File: config.mk
export PLATFORM = sky130hd
export DESIGN_NAME = sppm_pulse_gen
export DESIGN_NICKNAME = d
export VERILOG_FILES = /design/src/rtl/sppm_pulse_gen.sv
export SDC_FILE = /design/constraint.sdc
export NUM_CORES = 1
export LEC_CHECK = 0
export ABC_CLOCK_PERIOD_IN_PS = 5100
export BUFFER_PORTS_ARGS = -buffer_cell sky130_fd_sc_hd__buf_2
export CORE_MARGIN = 2
export CORE_UTILIZATION = 46
export DETAILED_ROUTE_END_ITERATION = 7
export GPL_TIMING_DRIVEN = 0
export PLACE_DENSITY = 0.76
export SLEW_MARGIN = 25
export SYNTH_ARGS = -nofsm -noshare
export SYNTH_HDL_FRONTEND = slang
export SYNTH_SLANG_ARGS = --single-unit
File: constraint.sdc
create_clock -name clk400M -period 5.1 [get_ports clk400M]
set_input_delay 0.51 -clock clk400M [delete_from_list [all_inputs] [get_ports clk400M]]
set_output_delay 0.51 -clock clk400M [all_outputs]
set_load 0.05 [all_outputs]
File: src/rtl/sppm_pulse_gen.sv
// SPPM pulse source: spreads `rate` single-edge pulses evenly over each window
// with a phase accumulator and reports how many pulses left the block per window.
module sppm_pulse_gen #(
    parameter int CLK_PER_MS = 400000,
    parameter int RATE_W     = 17,
    parameter int PW_W       = 4,
    parameter int PEND_MAX   = 15
) (
    input  logic              clk400M,
    input  logic              rst_n,
    input  logic              enable,
    input  logic [RATE_W-1:0] rate,
    input  logic [PW_W-1:0]   pulse_width,
    output logic              sppm,
    output logic              window_tick,
    output logic [RATE_W-1:0] sent_1ms,
    output logic              overflow,
    output logic [1:0]        state_dbg
);

    localparam int ACC_W  = 20;
    localparam int WC_W   = $clog2(CLK_PER_MS);
    localparam int PEND_W = $clog2(PEND_MAX + 1);

    localparam logic [WC_W-1:0]   WC_LAST  = WC_W'(CLK_PER_MS - 1);
    localparam logic [ACC_W:0]    PERIOD   = (ACC_W + 1)'(CLK_PER_MS);
    localparam logic [PEND_W-1:0] PEND_TOP = PEND_W'(PEND_MAX);

    typedef enum logic [1:0] {
        IDLE = 2'd0,
        HIGH = 2'd1,
        GAP  = 2'd2
    } state_t;

    state_t            state;
    logic [WC_W-1:0]   wcnt;
    logic [ACC_W-1:0]  acc;
    logic [RATE_W-1:0] rate_lat;
    logic [RATE_W-1:0] sent_cnt;
    logic [PEND_W-1:0] pend;
    logic [PW_W-1:0]   wc;

    logic              wrap;
    logic [ACC_W:0]    acc_sum;
    logic              fire;
    logic              launch;
    logic [PW_W-1:0]   wc_load;

    assign wrap        = (wcnt == WC_LAST);
    assign window_tick = wrap;
    assign state_dbg   = state;

    assign acc_sum = {1'b0, acc} + (ACC_W + 1)'(rate_lat);
    assign fire    = enable && (acc_sum >= PERIOD);

    // Launching from GAP keeps the single low cycle while allowing a
    // back-to-back period of width+1 when requests are queued.
    assign launch  = enable && ((state == IDLE) || (state == GAP)) &&
                     ((pend != '0) || fire);
    assign wc_load = (pulse_width == '0) ? '0 : pulse_width - 1'b1;

    always_ff @(posedge clk400M) begin
        if (!rst_n) begin
            state    <= IDLE;
            wcnt     <= '0;
            acc      <= '0;
            rate_lat <= '0;
            sent_cnt <= '0;
            sent_1ms <= '0;
            pend     <= '0;
            wc       <= '0;
            sppm     <= 1'b0;
            overflow <= 1'b0;
        end else begin
            wcnt <= wrap ? '0 : wcnt + 1'b1;

            // A launch in the wrap cycle belongs to the window that starts next.
            if (wrap) begin
                rate_lat <= rate;
                acc      <= '0;
                sent_1ms <= sent_cnt;
                sent_cnt <= RATE_W'(launch);
            end else begin
                sent_cnt <= sent_cnt + RATE_W'(launch);
                if (!enable)
                    acc <= '0;
                else if (fire)
                    acc <= ACC_W'(acc_sum - PERIOD);
                else
                    acc <= acc_sum[ACC_W-1:0];
            end

            if (!enable) begin
                pend <= '0;
            end else if (fire && !launch) begin
                if (pend == PEND_TOP)
                    overflow <= 1'b1;
                else
                    pend <= pend + 1'b1;
            end else if (!fire && launch) begin
                pend <= pend - 1'b1;
            end

            case (state)
                IDLE, GAP: begin
                    if (launch) begin
                        state <= HIGH;
                        sppm  <= 1'b1;
                        wc    <= wc_load;
                    end else begin
                        state <= IDLE;
                        sppm  <= 1'b0;
                    end
                end
                HIGH: begin
                    if (wc != '0) begin
                        wc <= wc - 1'b1;
                    end else begin
                        state <= GAP;
                        sppm  <= 1'b0;
                    end
                end
                default: begin
                    state <= IDLE;
                    sppm  <= 1'b0;
                end
            endcase
        end
    end

endmodule
; Word level (Yosys, flattened, before mapping)
; Index checks and enable logic that the tools add are counted.
[word_totals]
register_bits = 102
word_cells = 67
output_inout_bits = 22
in_bits = 24
[classes]
addsub = 8
n_reduce_logical = 22
order_cmp = 1
mux = 15
bitwise_logic = 2
n_eq_ne = 8
[ops]
columns = op, count
row1 = $mux W4, 6
row2 = $add A20 B17 Y21, 1
row3 = $ge A21 B19 Y1 const B, 1
row4 = $mux W20, 1
row5 = $sub A20 B19 Y20 const B, 1
row6 = $add A19 B1 Y19 const B, 1
row7 = $eq A19 B19 Y1 const B, 1
row8 = $add A17 B1 Y17, 1
row9 = $sub A4 B1 Y4 const B, 3
row10 = $ne A2 B2 Y1 const B, 4
row11 = $pmux W4 S2, 1
row12 = $reduce_bool A4 Y1, 2
row13 = $reduce_and A3 Y1, 2
row14 = $logic_and A1 B1 Y1, 5
row15 = $add A4 B1 Y4 const B, 1
row16 = $eq A4 B4 Y1 const B, 1
row17 = $logic_not A4 Y1, 1
row18 = $mux W1, 4
row19 = $pmux W2 S2, 1
row20 = $reduce_and A2 Y1, 2
row21 = $reduce_bool A2 Y1, 2
row22 = $reduce_or A2 Y1, 2
row23 = $reduce_or A3 Y1, 1
row24 = $eq A2 B1 Y1 const B, 1
row25 = 7 further kinds, 10

; Logic depth before layout (Yosys ltp)
[depth]
depth_word = 9
ltp_mapped = 21

; Least setup slack after synthesis
; OpenSTA, ideal clock, no wires.
[synth_timing]
path_kind = register to register
startpoint = register acc[0]
endpoint = register sent_cnt[14]
setup_ns = 0.128
period_less_slack_ns = 4.046
path_stages_with_launch = 22
arrival_ns = 3.918
setup_slack_ns = 1.054
cell_sequence = dfxtp_1 > ha_1 > fa_1 > a21o_1 > a221oi_2 > o21ai_0 > xor2_1 > inv_1 > ha_1 > inv_1 > a21bo_2 > a2111oi_2 > a211o_2 > a31oi_4 > buf_2 > and2_1 > ha_1 > nand2_1 > nor2_1 > nand4_1 > xor2_1 > nor2_1
[synth_between]
elab_chain_cells = 6
[synth_lines]
columns = element, line_no
row1 = from (decl), 37  ; logic [ACC_W-1:0] acc;
row2 = from (signal assigned), 88  ; acc <= ACC_W'(acc_sum - PERIOD);
row3 = from (signal assigned), 90  ; acc <= acc_sum[ACC_W-1:0];
row4 = $add A20 B17 Y21, 53  ; assign acc_sum = {1'b0, acc} + (ACC_W + 1)'(rate_lat);
row5 = $ge A21 B19 Y1, 54  ; assign fire = enable && (acc_sum >= PERIOD);
row6 = $logic_and A1 B1 Y1, 54
row7 = $logic_or A1 B1 Y1, 59  ; ((pend != '0) || fire);
row8 = $logic_and A1 B1 Y1, 58  ; assign launch = enable && ((state == IDLE) || (state == GAP)) &&
row9 = $add A17 B1 Y17, 84  ; sent_cnt <= sent_cnt + RATE_W'(launch);
row10 = to (signal assigned), 82  ; sent_cnt <= RATE_W'(launch);
row11 = to (signal assigned), 84
row12 = to (decl), 39  ; logic [RATE_W-1:0] sent_cnt;
; No other way between the ends.
; A chain may end at the register's enable or synchronous reset.

; Worst setup path in the final report
[layout_timing]
startpoint = register rate_lat[0]
endpoint = register sent_cnt[14]
[layout_between]
elab_chain_cells = 6
[layout_lines]
columns = element, line_no
row1 = from (decl), 38  ; logic [RATE_W-1:0] rate_lat;
row2 = from (signal assigned), 79  ; rate_lat <= rate;
row3 = $add A20 B17 Y21, 53
row4 = $ge A21 B19 Y1, 54
row5 = $logic_and A1 B1 Y1, 54
row6 = $logic_or A1 B1 Y1, 59
row7 = $logic_and A1 B1 Y1, 58
row8 = $add A17 B1 Y17, 84
; No other way between the ends.

==> flow_summary.ini <==
[pwr]
p_comb_share_pct = 2.5
total_leakage_power_nw = 2.37
p_sw_mw = 0.349
seqPwrFrac_pct = 51.0
powerDensity_nw_per_um2 = 260
pwr-share-clk_pct = 46.6
peakVddDrop_mv = 0.189
netSwitchingFraction_pct = 22.5
p_int_mw = 1.20

[sta]
rsz0062_at_grt = false
clock_skew_ns = 0.00636
max-slew-margin-rel_pct = 55.6
tightest_slew_ns = 0.664
timing.hold.ws_ns = 0.389
maxSlewViolCount = 0
tns_ns = 0
max_freq_mhz = 210
period_share_pct = 93.4
fin_crit_ns = 4.76
finalHoldViolCount = 0
setup_viol = 0

[finish]
fin_nets = 749
layout-drive-gt1-share_pct = 12.5
layout.cells.non_filler = 849
syn2layout_area_growth_pct = 13.7
antennaDiodeCount = 0
final_cell_mix = 109 x nand2_1, 101 x dfxtp_1, 70 x nor2_1, 57 x a21oi_1, 50 x buf_2
layout_commonest_cell = nand2_1
n_fill_cell = 1028

[worst_setup_path]
crit_required_ns = 5.33
crit_fanout = 10
criticalPathCategory = reg2reg
worstSetupStartpointType = flop
r2r_start = rate_lat[0]
arrival_ns = 5.00
max_stage_delay_ns = 0.44
path_cells = ha_1 > fa_1 > a21o_1 > a221oi_2 > o21ai_0 > xor2_1 > inv_1 > ha_1 > inv_1 > a21bo_2 > a2111oi_2 > a211o_2 > a31oi_4 > buf_2 > and2_1 > ha_1 > nand2_1 > nor2_1 > nand4_1 > xor2_1 > nor2_1
crit_buf_inv = 3
crit_slowest_cell = a221oi_2
r2r_slack_ns = 0.34
endpoint_kind = flop
crit_cells = 21
r2r_end = sent_cnt[14]
worst_path_most_repeated_cell = ha_1
crit_end = sent_cnt[14]
crit_path_start = rate_lat[0]
critPathTopFamily = compound AO/OA/AOI/OAI gates
reg2reg_depth = 21

[hold_path]
whs_path_depth = 3
worstHoldPathType = in2reg

[global_routing]
grt_pass1_vias = 4642
grt_pass1_wl_mm = 20.7
track_usage_pct = 20.2
overflow = 0
antenna_found_initial = 0
grt_max_degree = 19

[floorplanning]
fp.coreArea_um2 = 11300
fp-row-count = 39
start_util_pct = 46.7
pin_count = 46
die-area_um2 = 12300
die_w_um = 111
fp.dieH_um = 111

[synthesis]
yosysSeqAreaShare_pct = 38.4
ys.flop_type = dfxtp_1
synth-xor-area-share_pct = 8.97
synth_cells = 645
synthArstFlopShare_pct = 0
synth-simple-area-share_pct = 25.7
mappedNetlistNets = 693
synth_top_family_by_area = simple AND/OR/NAND/NOR gates
synth_seq_cells = 101
synth.avg_cell_area_um2 = 8.16
yosys-mux-area-fraction_pct = 1.07
synth_cell_type_count = 69
synth_compound_area_share_pct = 16.6
synth-adder-area-share_pct = 5.85
synth_area_um2 = 5260
synth-edff-count = 0
synth_warnings = 0

[clock_tree]
cts.sinks = 101
htreeDepth = 3
clkTransAtPathRegs_ns = 0.07
cts_resized = 0
cts_buffers = 9
cts_tree = built
worstSkewPairLatency_ns = 0.35
cts_setup_buffers = 0
clockRootBuffer = clkbuf_16
clk_path_buf_depth = 2
cts_hold_buf = 0

[run_status]
status = finished clean

[routing]
drc = 0
via_per_inst = 5.53
final_antenna_net_count = 0
vias = 4691
drtIter0Drc = 274
routed_wl_mm = 12.1
firstDrtPassIters = 5
avgRoutedWirePerCell_um = 14.2

[placement]
place_congestion = 0.925
io_buffers = 45
hpwlAfterDp_mm = 8.95
placed_cells = 833

[run]
max_cap_violations = 0
[tightest hold or removal path, cell delays in order]
cell and delay, ns:
buf_2 0.09, nand2_1 0.04, a21oi_1 0.05
[power by group through the flow]
| stage | Clock, mW | Sequential, mW | Combinational, mW |
|---|---|---|---|
| floorplan | 0 | 0.810 | 0.0187 |
| global placement | 0 | 0.810 | 0.0370 |
| detailed placement | 0 | 0.810 | 0.0383 |
| CTS | 0.734 | 0.792 | 0.0385 |
| global route | 0.766 | 0.792 | 0.0433 |
| finish | 0.723 | 0.792 | 0.0384 |
[flip-flops by register name (all words and copies together) (netlist names)]
register	count
acc	20
wcnt	19
rate_lat	17
sent_1ms	17
sent_cnt	17
pend	4
wc	4
overflow	1
sppm	1
state_dbg	1
[cell families (layout without fill, tap and decap cells)]
family,after synthesis,in the layout
AO/OA/AOI/OAI,130,130
XOR/XNOR,53,53
adder cells (fa/ha/maj),24,24
buffers and inverters,45,106
flip-flops,101,101
multiplexers,5,5
AND/OR/NAND/NOR,287,287
[layout make-up]
| cell class | instances | area [µm²] | share of cell area, % |
|---|---|---|---|
| plain buffers | 28 | 115 | 1.92 |
| clock buffers | 10 | 239 | 3.99 |
| clock inverters | 6 | 80.1 | 1.34 |
| inverters | 17 | 63.8 | 1.07 |
| multi-input cells | 499 | 3060 | 51.1 |
| flip-flops and latches | 101 | 2020 | 33.8 |
| well taps | 143 | 179 | 2.99 |
| repair buffers | 45 | 225 | 3.76 |
[synthesized netlist by cell type, types with 3 or more instances]
cell | number | area (µm²)
nand3b_1 | 3 | 22.5
o311ai_0 | 3 | 26.3
o21a_1 | 4 | 30.0
a211oi_1 | 6 | 45.0
nand3_1 | 21 | 105
mux2i_1 | 3 | 30.0
and2_1 | 6 | 37.5
nand4_1 | 19 | 119
or4_1 | 3 | 22.5
or2_2 | 3 | 18.8
xor2_1 | 33 | 289
or3_1 | 6 | 37.5
nor3_1 | 9 | 45.0
xnor2_1 | 19 | 166
o21ai_0 | 17 | 85.1
a21oi_1 | 57 | 285
nor2_1 | 70 | 263
nor2b_1 | 4 | 25.0
o21ai_1 | 3 | 15.0
inv_1 | 16 | 60.1
and3_1 | 16 | 100
buf_2 | 5 | 25.0
and4_1 | 3 | 26.3
a31oi_1 | 3 | 18.8
a21o_1 | 7 | 52.6
dfxtp_1 | 101 | 2020
nand2_1 | 109 | 409
nor4_1 | 4 | 25.0
clkbuf_1 | 22 | 82.6
ha_1 | 23 | 288
[metrics by stage]
| stage | instance area, µm² | utilization (%) | setup WS, ns | power [mW] |
|---|---|---|---|---|
| after CTS | 5980 | 53.1 | 0.359 | 1.56 |
| after global routing | 5980 | 53.1 | 0.00485 | 1.60 |
| final | 5980 | 53.1 | 0.336 | 1.55 |
| after floorplan | 5260 | - | 1.05 | 0.828 |
| after detailed placement | 5660 | 50.2 | 0.416 | 0.848 |
| after global placement | 5660 | 50.2 | 0.513 | 0.847 |
[how the worst min path moves through the flow]
stage | start | end
4_1_cts | rate[8] | rate_lat[8]
3_3_place_gp | wcnt[0] | wcnt[0]
5_1_grt | rate[4] | rate_lat[4]
2_1_floorplan | wcnt[0] | wcnt[0]
6_report | rate[8] | rate_lat[8]
3_5_place_dp | sent_1ms[7] | sent_1ms[7]
[metal layers]
metal  vias up  GRT usage [%]  share of wire (%)  wire (µm)
li1       2371              -                  -          -
met1      2203           23.9                 45       5460
met2        91           35.1                 49       5890
met3        26           4.26                3.6        433
met4         0           9.17                2.5        308
met5         -              0                  0          0
Power figures use the tool's default switching activity.
